[src/rtl/vector_sweep_sequencer.sv]
// Exhaustive input sweeper: drives every vector, waits a settle time, compares dut_y against ref_y.
// Define SWEEP_CONTINUE_ON_FAIL_EN to check all vectors instead of stopping at the first mismatch.
module vector_sweep_sequencer #(
  parameter int N_IN          = 3,
  parameter int SETTLE_CYCLES = 2
) (
  input  logic            clk,
  input  logic            rst_n,
  input  logic            start,
  input  logic            abort,
  output logic [N_IN-1:0] vec_out,
  input  logic            dut_y,
  input  logic            ref_y,
  output logic            busy,
  output logic            done,
  output logic            pass,
  output logic [N_IN-1:0] fail_vec,
  output logic            fail_dut,
  output logic            fail_ref,
  output logic [N_IN:0]   err_cnt
);

  typedef enum logic [1:0] {IDLE, SETTLE, CHECK, DONE} state_t;

  localparam int SETTLE_EFF = (SETTLE_CYCLES < 1) ? 1 : SETTLE_CYCLES;
  localparam int CNT_W      = $clog2(SETTLE_EFF) + 1;
  localparam logic [CNT_W-1:0] CNT_LOAD = CNT_W'(SETTLE_EFF - 1);

`ifdef SWEEP_CONTINUE_ON_FAIL_EN
  localparam bit STOP_ON_FAIL = 1'b0;
`else
  localparam bit STOP_ON_FAIL = 1'b1;
`endif

  state_t           state;
  logic [CNT_W-1:0] settle_cnt;
  logic             mismatch;
  logic             last_vec;
  logic [N_IN:0]    err_inc;

  // NOTE: case inequality makes an X/Z on dut_y count as a miss in simulation; hardware sees a plain compare.
  assign mismatch = (dut_y !== ref_y);
  assign last_vec = (vec_out == {N_IN{1'b1}});
  assign err_inc  = err_cnt + {{N_IN{1'b0}}, mismatch};

  // NOTE: all state updates use non-blocking assignments so every register sees pre-edge values.
  always_ff @(posedge clk or negedge rst_n) begin
    if (!rst_n) begin
      state      <= IDLE;
      settle_cnt <= '0;
      vec_out    <= '0;
      busy       <= 1'b0;
      done       <= 1'b0;
      pass       <= 1'b0;
      fail_vec   <= '0;
      fail_dut   <= 1'b0;
      fail_ref   <= 1'b0;
      err_cnt    <= '0;
    end else if (abort) begin
      state      <= IDLE;
      settle_cnt <= '0;
      vec_out    <= '0;
      busy       <= 1'b0;
      done       <= 1'b0;
      pass       <= 1'b0;
      fail_vec   <= '0;
      fail_dut   <= 1'b0;
      fail_ref   <= 1'b0;
      err_cnt    <= '0;
    end else begin
      case (state)
        IDLE, DONE: begin
          if (start) begin
            state      <= SETTLE;
            settle_cnt <= CNT_LOAD;
            vec_out    <= '0;
            busy       <= 1'b1;
            done       <= 1'b0;
            pass       <= 1'b0;
            fail_vec   <= '0;
            fail_dut   <= 1'b0;
            fail_ref   <= 1'b0;
            err_cnt    <= '0;
          end
        end
        SETTLE: begin
          if (settle_cnt == '0) state <= CHECK;
          else                  settle_cnt <= settle_cnt - 1'b1;
        end
        CHECK: begin
          if (mismatch) begin
            err_cnt <= err_inc;
            // Only the first miss of a sweep is recorded.
            if (err_cnt == '0) begin
              fail_vec <= vec_out;
              fail_dut <= dut_y;
              fail_ref <= ref_y;
            end
          end
          if ((mismatch && STOP_ON_FAIL) || last_vec) begin
            state <= DONE;
            busy  <= 1'b0;
            done  <= 1'b1;
            pass  <= (err_inc == '0);
          end else begin
            state      <= SETTLE;
            settle_cnt <= CNT_LOAD;
            vec_out    <= vec_out + 1'b1;
          end
        end
        default: state <= IDLE;
      endcase
    end
  end

endmodule

[config.mk]
export PLATFORM = sky130hd
export DESIGN_NAME = vector_sweep_sequencer
export DESIGN_NICKNAME = d
export VERILOG_FILES = /design/src/rtl/vector_sweep_sequencer.sv
export SDC_FILE = /design/constraint.sdc
export NUM_CORES = 1
export LEC_CHECK = 0
export ABC_AREA = 1
export BUFFER_PORTS_ARGS = -buffer_cell sky130_fd_sc_hd__buf_4
export CORE_ASPECT_RATIO = 1.5
export CORE_UTILIZATION = 30
export DETAILED_ROUTE_END_ITERATION = 8
export HOLD_SLACK_MARGIN = 0.15
export PLACE_DENSITY_LB_ADDON = 0.12
export SKIP_LAST_GASP = 1
export SLEW_MARGIN = 15
export SYNTH_ARGS = -nofsm -noshare
export SYNTH_HDL_FRONTEND = slang
export SYNTH_SLANG_ARGS = --single-unit
[constraint.sdc]
create_clock -name clk -period 2.6 [get_ports clk]
set_clock_uncertainty 0.1 [all_clocks]
set_input_delay 0.52 -clock clk [delete_from_list [all_inputs] [get_ports clk]]
set_output_delay 0.52 -clock clk [all_outputs]
set_load 0.01 [all_outputs]
Word-level counts from Yosys, hierarchy flattened. Index checks and enable logic that the tools add are counted. Widths: inputs -> output; s select.

Bits in registers: 19. Bits of input ports: 6. Output and inout bits: 15. Logic and storage cells: 78.

$add $sub $neg: 3. Equality and inequality tests: 12. Multiplexer cells: 40. Reductions and logical operators: 13.

Operator list (count): $ne 3x3->1 const B (7); $mux 3 (6); $mux 1 (14); $mux 2 (7); $mux 4 (3); $pmux 2 s3 (2); $pmux 3 s2 (2); $reduce_and 3->1 (4); $pmux 1 s2 (5); $logic_not 4->1 (2); $pmux 4 s2 (1); $add 4x1->4 (1); $eq 2x2->1 const B (2); $logic_not 2->1 (2); $reduce_and 4->1 (1); $add 3x1->3 const B (1); $eq 3x3->1 const B (1); $reduce_bool 3->1 (1); $eq 2x1->1 const B (1); $reduce_and 2->1 (1); $reduce_or 2->1 (1); $sub 2x1->2 const B (1); $logic_or 1x1->1 (1); $nex 1x1->1 (1).

Longest topological paths before layout.
Word-level depth: 6. Depth in mapped cells: 10. Gate-level depth less buffers: 10.

Worst setup path before layout. Ideal clock, no wire load.

Path type: input-to-reg. From: input port ref_y. To: register pass. Setup time: 0.065 ns. Arrival: 1.505 ns. Required time: 2.435 ns. Setup slack: 0.930 ns. Stages on the path: 10. Buffers on the path: 0. Cell sequence: inv_1 > nand2_1 > nand2_1 > ha_1 > ha_1 > nor2_1 > nand2_1 > nor2_1 > nand2_1 > nand2_1.

Longest elaborated chain between the ends: 6. Elaborated cells between the ends (all ways): 9. Those cells by class: add/sub (1); eq/ne (2); mux (3); reduce/logical (3).

Ends and longest elaborated chain: start, declared (RTL line 13) `input logic ref_y,`; $nex 1x1->1 (*) (RTL line 42) `assign mismatch = (dut_y !== ref_y);`; $add 4x1->4 (RTL line 44) `assign err_inc = err_cnt + {{N_IN{1'b0}}, mismatch};`; $logic_not 4->1 (RTL line 104) `pass <= (err_inc == '0);`; $mux 1 (RTL line 100) `if ((mismatch && STOP_ON_FAIL) || last_vec) begin`; $pmux 1 s2 (RTL line 71) `case (state)`; $mux 1 (RTL line 59) `end else if (abort) begin`; end signal, assigned (RTL line 104); end, declared (RTL line 16) `output logic pass,`.

Mark *: on every way between the ends. The rest lies on a longest branch, timed or not. The select of a mux whose other input is x is not followed. A chain may end at the register's enable or synchronous reset.

Final worst setup path. Same ends and word-level chain as after synthesis.

==> out/results.tsv <==
metric	value	unit
grt_pass1_wl	4420	µm
cts-resized-gates	0	
final_core_util	38.0	%
fin_hold_ws	0.376	ns
layout.nets	192	
netlist_instances	155	
synth_flop_cell	dfrtp_1	
yosys_warnings	0	
power_leakage	0.824	nW
min_path_type	reg2reg	
period_minus_slack	1.65	ns
clk_path_buf_depth	2	
ant_nets	0	
design.core.area	0.00372	mm²
worstPathArrival	1.74	ns
synth-seq-cells	19	
status	completed	
die_h	78.9	µm
dieArea	0.00420	mm²
grt_start_max_net_pins	20	
path_class	in2reg	
clk_pin_slew	0.07	ns
insertion_delay	0.26	ns
track_usage	14.1	%
drv_slew	0	
io_buffer_count	20	
fin_ws	0.953	ns
synth_edf_count	0	
tns	0	ns
placed_cell_area	0.00136	mm²
cts-buffers-inserted	3	
async_flop_share	100	%
ir_worst_vdd	0.348	mV
preCtsSetupSlack	0.694	ns
htree_levels	1	
wl	2530	µm
internal-power	578	µW
antenna_found_initial	0	
yosysMostFrequentCell	nand2_1	
postCtsSetupBuffers	0	
drv_cap	0	
final_area	0.00141	mm²
diodes	0	
synth_top_cell_by_area	dfrtp_1	
cts-root-buf	clkbuf_8	
dr.pass1.iters	4	
worstHoldPathCells	2	
ff2ff_path_depth	8	
final_layout_size_suffix_gt1_share	20.2	%
synth_fp_nets	168	
hpwl	2020	µm
start_util	31.8	%
synth_area_per_cell	7.62	µm²
clkSinkCount	19	
io_pins	21	
grt-ovfl-total	0	
ctsHoldBuffers	1	
setup_viol	0	
cpMostUsedCell	nand2_1	
vias	1055	
worst_pin_slew	0.310	ns
place_inst	216	
p_seq_share	38.5	%
ys_seq_area_share	40.3	%
remaining_drc_errors	0	
p_sw	379	µW
path_cells	buf_4 > inv_1 > nand2_1 > nand2_1 > ha_1 > ha_1 > xnor2_1 > nand2_1 > nor2_1 > nand2_1 > nand2_1	
synth.area.top_cells	dfrtp_1, nand2_1, ha_1	
required	2.69	ns
rows	27	
synth_commonest_cells	nand2_1, dfrtp_1, nor2_1	
path_delay_family	simple AND/OR/NAND/NOR gates	
cp_num_buf_inv	2	
area_growth	19.7	%
avgRoutedWirePerCell	11.4	µm
path_depth	11	
cp_slowest_stage_delay	0.22	ns
combPwrFrac	40.0	%
powerDensity	677	mW/mm²
fin_crit_sh	63.3	%
synth_cell_types	20	
total_power	957	µW
yosysTopAreaCellShare	40.3	%
die_w	53.2	µm
crit_path_end_kind	flop	
crit_fanout	3	
slowest_stage	ha_1	
switching_share	39.6	%
cts_tree	yes	
grt_setup_unrepaired	false	
place_congestion	0.755	
final_hold_viol_count	0	
start_kind	input pin	
power_frac_clock	21.6	%
stdcell_count	221	
syn_area	0.00118	mm²
slew_headroom	79.1	%
via_per_inst	4.77	
drt-initial-drc-count	12	
first_global_vias	1055	
max_freq	0.607	GHz
[final timing paths]
kind / from / endpoint / slack, ns
max: ref_y / pass / 0.95
min: fail_vec[0] / fail_vec[0] / 0.38
max reg2reg: vec_out[0] / vec_out[2] / 0.97
min reg2reg: fail_vec[0] / fail_vec[0] / 0.38
max in group asynchronous: rst_n / state[0] / 1.62
min in group asynchronous: rst_n / err_cnt[2] / 0.57
[cell families after synthesis]
family | count (synthesis) | share of synthesized area (%)
AOI/OAI and AO/OA | 9 | 4.02
adders and majority gates | 7 | 7.41
buffers and inverters | 18 | 8.16
and+or+nand+nor | 101 | 39.4
xor gates and xnor gates | 1 | 0.742
DFF | 19 | 40.3
[final cells by class]
class,instances,area [µm²]
flip-flops and latches,19,475
multi-input cells,118,609
well taps,43,53.8
inverters,16,70.1
clock buffers,4,45.0
repair buffers,21,160
fillers,415,2300
[worst register-to-register path, stage by stage (launching register included)]
cell and delay (ns):
dfrtp_1 0.44, ha_1 0.22, ha_1 0.17, inv_1 0.08
nand3_1 0.16, nand2_4 0.14, nand2_1 0.10, nand2_1 0.07
nand2_1 0.05
[sequential cells by signal, indices dropped and copies added, names as in the netlist]
signal and count:
busy 1, done 1, err_cnt 4, fail_dut 1, fail_ref 1, fail_vec 3
pass 1, settle_cnt 2, state 2, vec_out 3
[power groups by stage]
stage | Clock [mW] | Combinational [mW] | Sequential (mW)
2_1_floorplan | 0 | 0.308 | 0.374
3_3_place_gp | 0 | 0.377 | 0.372
3_5_place_dp | 0 | 0.388 | 0.373
4_1_cts | 0.213 | 0.391 | 0.368
5_1_grt | 0.224 | 0.445 | 0.372
6_report | 0.206 | 0.382 | 0.368
[metal layers]
layer / GRT usage, % / share of wire (%) / vias up
met4: 5.53 / 1.1 / 0
met5: 0 / 0 / -
li1: - / - / 542
met3: 1.72 / 2.0 / 4
met1: 15.8 / 42 / 493
met2: 25.8 / 55 / 16
[cells in the final DEF, fill, tap and decap left out, drive strengths merged]
| master | Yosys | layout |
|---|---|---|
| a211oi | 1 | 1 |
| a21oi | 1 | 1 |
| buf | 2 | 20 |
| clkbuf | 0 | 4 |
| dfrtp | 19 | 19 |
| dlygate4sd3 | 0 | 1 |
| ha | 7 | 7 |
| inv | 16 | 16 |
| nand2 | 65 | 65 |
| nand3 | 9 | 9 |
| nand3b | 2 | 2 |
| nand4 | 8 | 8 |
| nor2 | 17 | 17 |
| o21ai | 7 | 7 |
| xnor2 | 1 | 1 |
Note: power is estimated with default switching activity, not from simulation.
